File: src/rtl/clk_div_pkg.sv
// Shared definitions for the clock divider family: monitor FSM encoding and
// default counter sizing, also used by the divider and its benches.
package clk_div_pkg;

  localparam int unsigned CNT_W_DEF    = 8;
  localparam int unsigned LOCK_CNT_DEF = 4;

  typedef enum logic [1:0] {
    ST_IDLE = 2'd0,
    ST_ARM  = 2'd1,
    ST_MEAS = 2'd2
  } mon_state_e;

endpackage

File: src/rtl/clk_div_monitor_if.sv
// Control and status bundle between a divided-clock monitor and its host
// (status registers plus the divided clock under test).
interface clk_div_monitor_if #(
  parameter int unsigned CNT_W = clk_div_pkg::CNT_W_DEF
);
  logic             div_clk;
  logic             chk_en;
  logic [CNT_W-1:0] exp_ratio;
  logic [CNT_W-1:0] period;
  logic [CNT_W-1:0] high_time;
  logic             meas_valid;
  logic             locked;
  logic             ratio_err;
  logic             timeout;

  modport master (
    output div_clk, chk_en, exp_ratio,
    input  period, high_time, meas_valid, locked, ratio_err, timeout
  );

  modport slave (
    input  div_clk, chk_en, exp_ratio,
    output period, high_time, meas_valid, locked, ratio_err, timeout
  );
endinterface

File: src/rtl/clk_edge_det.sv
// Two-flop sampler for a clk-synchronous signal; rise/fall are decoded from
// the flops so they are glitch-free and one clk cycle wide.
module clk_edge_det (
  input  logic clk,
  input  logic rst,
  input  logic sig_i,
  output logic level_o,
  output logic rise_o,
  output logic fall_o
);
  logic d1_q, d2_q;

  always_ff @(posedge clk or negedge rst) begin
    if (!rst) begin
      d1_q <= 1'b0;
      d2_q <= 1'b0;
    end else begin
      d1_q <= sig_i;
      d2_q <= d1_q;
    end
  end

  assign level_o = d1_q;
  assign rise_o  = d1_q & ~d2_q;
  assign fall_o  = ~d1_q & d2_q;
endmodule

File: src/rtl/clk_div_monitor.sv
// Divided-clock checker: measures period and high time of div_clk in clk
// cycles, compares the period to exp_ratio and reports lock, error and loss of clock.
module clk_div_monitor
  import clk_div_pkg::*;
#(
  parameter int unsigned CNT_W    = CNT_W_DEF,
  parameter int unsigned LOCK_CNT = LOCK_CNT_DEF
) (
  input  logic             clk,
  input  logic             rst,
  clk_div_monitor_if.slave mon
);
  // state | meaning
  // IDLE  | monitor off; lock, match count, timeout and run counter cleared
  // ARM   | waiting for a rising edge to open the first period
  // MEAS  | every rise publishes the period that just closed

  localparam logic [CNT_W-1:0] CNT_MAX = '1;
  localparam logic [CNT_W-1:0] CNT_ONE = CNT_W'(1);
  localparam logic [3:0]       LOCK_M1 = 4'(LOCK_CNT - 1);

  mon_state_e       state_q, state_d;
  logic             rise, fall, lvl;
  logic [CNT_W-1:0] run_cnt_q, run_cnt_d;
  logic [CNT_W-1:0] hi_run_q, hi_lat_q;
  logic [CNT_W-1:0] period_q, high_time_q;
  logic [3:0]       match_cnt_q;
  logic             meas_valid_q, locked_q, ratio_err_q, timeout_q;
  logic             run_sat, match, publish, tmo_hit;

  clk_edge_det u_edge (
    .clk     (clk),
    .rst     (rst),
    .sig_i   (mon.div_clk),
    .level_o (lvl),
    .rise_o  (rise),
    .fall_o  (fall)
  );

  assign run_sat = (run_cnt_q == CNT_MAX);
  assign match   = (run_cnt_q == mon.exp_ratio);

  always_ff @(posedge clk or negedge rst) begin
    if (!rst) state_q <= ST_IDLE;
    else      state_q <= state_d;
  end

  // A saturated run counter is never published; it raises timeout instead.
  always_comb begin
    state_d = state_q;
    publish = 1'b0;
    tmo_hit = 1'b0;
    if (!mon.chk_en) begin
      state_d = ST_IDLE;
    end else begin
      case (state_q)
        ST_IDLE: state_d = ST_ARM;
        ST_ARM: begin
          tmo_hit = run_sat;
          if (rise) state_d = ST_MEAS;
        end
        ST_MEAS: begin
          if (run_sat) begin
            tmo_hit = 1'b1;
            if (!rise) state_d = ST_ARM;
          end else begin
            publish = rise;
          end
        end
        default: state_d = ST_IDLE;
      endcase
    end
  end

  always_comb begin
    run_cnt_d = run_cnt_q;
    if (!mon.chk_en || state_q == ST_IDLE) run_cnt_d = '0;
    else if (rise)                         run_cnt_d = CNT_ONE;
    else if (!run_sat)                     run_cnt_d = run_cnt_q + CNT_ONE;
  end

  always_ff @(posedge clk or negedge rst) begin
    if (!rst) run_cnt_q <= '0;
    else      run_cnt_q <= run_cnt_d;
  end

  always_ff @(posedge clk or negedge rst) begin
    if (!rst) begin
      hi_run_q <= '0;
      hi_lat_q <= '0;
    end else begin
      if (rise)                         hi_run_q <= CNT_ONE;
      else if (lvl && hi_run_q != CNT_MAX) hi_run_q <= hi_run_q + CNT_ONE;
      if (fall) hi_lat_q <= hi_run_q;
    end
  end

  always_ff @(posedge clk or negedge rst) begin
    if (!rst) begin
      period_q     <= '0;
      high_time_q  <= '0;
      meas_valid_q <= 1'b0;
      ratio_err_q  <= 1'b0;
    end else begin
      meas_valid_q <= publish;
      ratio_err_q  <= publish & ~match;
      if (publish) begin
        period_q    <= run_cnt_q;
        high_time_q <= hi_lat_q;
      end
    end
  end

  always_ff @(posedge clk or negedge rst) begin
    if (!rst) begin
      match_cnt_q <= '0;
      locked_q    <= 1'b0;
      timeout_q   <= 1'b0;
    end else if (!mon.chk_en) begin
      match_cnt_q <= '0;
      locked_q    <= 1'b0;
      timeout_q   <= 1'b0;
    end else if (tmo_hit) begin
      match_cnt_q <= '0;
      locked_q    <= 1'b0;
      timeout_q   <= 1'b1;
    end else if (publish) begin
      if (match) begin
        if (match_cnt_q <= LOCK_M1) match_cnt_q <= match_cnt_q + 4'd1;
        locked_q <= (match_cnt_q >= LOCK_M1);
      end else begin
        match_cnt_q <= '0;
        locked_q    <= 1'b0;
      end
    end
  end

  assign mon.period     = period_q;
  assign mon.high_time  = high_time_q;
  assign mon.meas_valid = meas_valid_q;
  assign mon.locked     = locked_q;
  assign mon.ratio_err  = ratio_err_q;
  assign mon.timeout    = timeout_q;
endmodule
File: src/flat_wrapper.sv
// flat-port wrapper written by rule: the top's interface ports become plain ports
module clk_div_monitor_flat import clk_div_pkg::*;
#(
  parameter int unsigned CNT_W    = CNT_W_DEF,
  parameter int unsigned LOCK_CNT = LOCK_CNT_DEF
)
  (clk, rst, mon_div_clk, mon_chk_en, mon_exp_ratio, mon_period, mon_high_time, mon_meas_valid, mon_locked, mon_ratio_err, mon_timeout);
  clk_div_monitor_if #(.CNT_W(CNT_W)) mon_i ();
  input  logic clk;
  input  logic rst;
  input wire logic [$bits(mon_i.div_clk)-1:0] mon_div_clk;
  input wire logic [$bits(mon_i.chk_en)-1:0] mon_chk_en;
  input wire logic [$bits(mon_i.exp_ratio)-1:0] mon_exp_ratio;
  output wire logic [$bits(mon_i.period)-1:0] mon_period;
  output wire logic [$bits(mon_i.high_time)-1:0] mon_high_time;
  output wire logic [$bits(mon_i.meas_valid)-1:0] mon_meas_valid;
  output wire logic [$bits(mon_i.locked)-1:0] mon_locked;
  output wire logic [$bits(mon_i.ratio_err)-1:0] mon_ratio_err;
  output wire logic [$bits(mon_i.timeout)-1:0] mon_timeout;
  assign mon_i.div_clk = mon_div_clk;
  assign mon_i.chk_en = mon_chk_en;
  assign mon_i.exp_ratio = mon_exp_ratio;
  assign mon_period = mon_i.period;
  assign mon_high_time = mon_i.high_time;
  assign mon_meas_valid = mon_i.meas_valid;
  assign mon_locked = mon_i.locked;
  assign mon_ratio_err = mon_i.ratio_err;
  assign mon_timeout = mon_i.timeout;
  clk_div_monitor #(.CNT_W(CNT_W), .LOCK_CNT(LOCK_CNT)) u_core (.clk(clk), .rst(rst), .mon(mon_i));
endmodule
File: config.mk
export PLATFORM = sky130hd
export DESIGN_NAME = clk_div_monitor_flat
export DESIGN_NICKNAME = d
export VERILOG_FILES = /design/src/rtl/clk_div_pkg.sv /design/src/rtl/clk_div_monitor_if.sv /design/src/rtl/clk_edge_det.sv /design/src/rtl/clk_div_monitor.sv /design/src/flat_wrapper.sv
export SDC_FILE = /design/constraint.sdc
export NUM_CORES = 1
export LEC_CHECK = 0
export CORE_AREA = 3 3 79 81
export CTS_CLUSTER_DIAMETER = 80
export DETAILED_ROUTE_END_ITERATION = 10
export DIE_AREA = 0 0 82 84
export PLACE_DENSITY = 0.7
export SLEW_MARGIN = 20
export SYNTH_ARGS = -nofsm -noshare
export SYNTH_HDL_FRONTEND = slang
export SYNTH_SLANG_ARGS = --single-unit
File: constraint.sdc
create_clock -name clk -period 3.2 [get_ports clk]
set_input_delay 0.48 -clock clk [delete_from_list [all_inputs] [get_ports clk]]
set_output_delay 0.48 -clock clk [all_outputs]
set_load 0.005 [all_outputs]
==> impl_metrics.tcl <==
set metrics [dict create \
    status "finished clean" \
    synth_area_um2 2486 \
    wl_mm 4.604 \
    period_needed_ps 2049 \
    cp_slowest_cell "o21bai_4" \
    grt_start_max_net_pins 29 \
    path_class "reg2reg" \
    hold_buffers 0 \
    placed_cell_area_um2 2830 \
    first_pass_iters 4 \
    synth-edff-count 0 \
    clock-sinks 52 \
    multi_input_area_um2 1111 \
    powerDensity_nw_per_um2 423.4 \
    grt_overflow 0 \
    worstPathRequired_ps 3390 \
    internal-power_uw 918.1 \
    hold_class "in2async" \
    rr_worst_depth 4 \
    synth_most_common_cell "dfrtp_1" \
    ys.warnings.count 0 \
    io_buffers 31 \
    synth_cells 216 \
    setup_tns_ps 0 \
    crit_fanout 25 \
    drc_errors 0 \
    syn-num-nets 234 \
    place.gp.congestion 0.8221 \
    netlist_top_cells_count "dfrtp_1, mux2_2, nor2_1" \
    rsz0062_at_grt "no" \
    leakage_nw 1.314 \
    final_antenna_net_count 0 \
    drv_cap 0 \
    yosysTopAreaCellShare 0.5234 \
    ir_drop_mv 0.1943 \
    async_flop_share 1.000 \
    path_cells "ha_1 -> nand3_2 -> o21bai_4 -> mux2_2" \
    die-height_um 84 \
    seqCellArea_um2 1301 \
    ctsRootBufferMaster "clkbuf_8" \
    grt_pass1_wl_mm 7.748 \
    p_clk_frac 0.303 \
    coreArea_um2 5540 \
    p_sw_frac 0.2591 \
    final_area_um2 2927 \
    final_layout_size_suffix_gt1_frac 0.1592 \
    total_power_mw 1.239 \
    routedWlPerCell_um 14.52 \
    hold_viol_final 0 \
    period_share 0.6403 \
    cts_max_level 2 \
    initial_utilization 0.4487 \
    slew_headroom 0.5558 \
    fmax_mhz 488.1 \
    whs_ps 142.8 \
    max_stage_delay_ps 610 \
    grt_pass1_vias 1681 \
    cts_inserted_buffers 5 \
    synth_seq_cells 52 \
    yosysUniqueCellTypes 46 \
    hpwlAfterDp_mm 3.317 \
    fin_skew_ps 9.576 \
    setup_viol 0 \
    die_area_um2 6888 \
    startpoint_type "flip-flop" \
    slew_viol_final 0 \
    cts_tree "yes" \
    worstPathArrival_ps 2240 \
    synth.largest_area_cell "dfrtp_1" \
    vias 1712 \
    synth.top_cells.by_area "dfrtp_1, mux2_2, xor2_1" \
    tightest_slew_ps 664.6 \
    grt_usage 0.1443 \
    grt_antenna_before_repair 0 \
    syn_area_per_cell_um2 11.51 \
    postCtsSetupBuffers 0 \
    fillers 478 \
    area_growth_syn_to_layout_pct 17.72 \
    drtIter0Drc 69 \
    synth-main-ff-cell "dfrtp_1" \
    finalNetCount 262 \
    p_comb_frac 0.115 \
    end_kind "flip-flop" \
    diodes 0 \
    io_pins 32 \
    switchingPower_uw 321.1 \
    rows 27 \
    clkTransAtPathRegs_ps 100 \
    seq_power_share 0.582 \
    clk_latency_ps 310 \
    utilization 0.5282 \
    dieWidth_um 82 \
    cts_resized 0 \
    viasPerCell 5.401 \
    ys_seq_area_frac 0.5234 \
    clock_path_buffers 2 \
]
==> critical path: cells and delay by family (launching register included) <==
family                   cells  cell delay, ps
flip-flops                   1             450
AO/OA/AOI/OAI                1             610
multiplexers                 1             410
adder cells (fa/ha/maj)      1             250
AND/OR/NAND/NOR              1             200
==> routing by layer <==
layer  up-vias  track usage  part of all wire
met4         0      0.05438             0.017
met3         8      0.04104             0.050
met5         -            0                 0
li1        831            -                 -
met2        37       0.2285              0.47
met1       836       0.1845              0.47
==> sequential cells by signal, summed over array words and instances (netlist names) <==
register               flops
u_core.mon.high_time       8
u_core.mon.locked          1
u_core.u_edge.level_o      1
u_core.state_q             2
u_core.u_edge.d2_q         1
u_core.mon.period          8
u_core.run_cnt_q           8
u_core.mon.meas_valid      1
u_core.hi_run_q            8
u_core.mon.ratio_err       1
u_core.mon.timeout         1
u_core.hi_lat_q            8
u_core.match_cnt_q         4
==> logic make-up after synthesis <==
group,after synthesis,share of synthesized area
and+or+nand+nor,65,0.1515
xor gates and xnor gates,13,0.04580
DFF,52,0.5234
AOI/OAI and AO/OA,39,0.1087
muxes,24,0.1077
adders and majority gates,6,0.03020
buffers and inverters,17,0.03271
==> through the flow <==
step                      instances  setup slack, ps
after floorplan                 216             1471
after global placement          309            813.9
after detailed placement        309            785.7
after CTS                       317            751.9
after global routing            317            973.7
final                           317             1151
==> power groups by stage <==
stage,clock (mW),sequential (mW),combinational [mW]
floorplan,0,0.727,0.0826
global placement,0,0.734,0.141
detailed placement,0,0.734,0.144
CTS,0.387,0.722,0.145
global route,0.421,0.728,0.161
finish,0.375,0.722,0.142
==> area by class of cell <==
class / instances / area share
flip-flops and latches: 52 / 0.4446
multi-input cells: 147 / 0.3797
repair buffers: 32 / 0.1069
well taps: 72 / 0.03078
clock buffers: 6 / 0.02480
inverters: 6 / 0.007696
clock inverters: 2 / 0.005558
==> worst paths after layout <==
path / slack, ps / start / to
worst max register to register: 1150 / u_core.run_cnt_q[1] / u_core.mon.high_time[6]
worst min register to register: 500 / u_core.mon.period[3] / u_core.mon.period[3]
max in group asynchronous: 2300 / rst / u_core.hi_run_q[4]
min in group clk: 500 / u_core.mon.period[3] / u_core.mon.period[3]
worst max-delay path: 1150 / u_core.run_cnt_q[1] / u_core.mon.high_time[6]
worst min-delay path: 140 / rst / u_core.run_cnt_q[2]
==> cell usage in the layout, fill, tap and decap left out, drive strengths merged, types with 3 or more instances in the layout <==
cell	instances
nor2b	4
a21oi	14
and3	4
a211oi	4
nand4	3
mux2	22
o21ai	3
inv	6
nand3	6
nor2	15
ha	6
nand4b	3
or3	3
nor3	6
xnor2	3
clkdlybuf4s50	30
xor2	10
dfrtp	52
clkbuf	6
o31ai	4
nand2	11
Note: power is estimated with default switching activity, not from simulation.
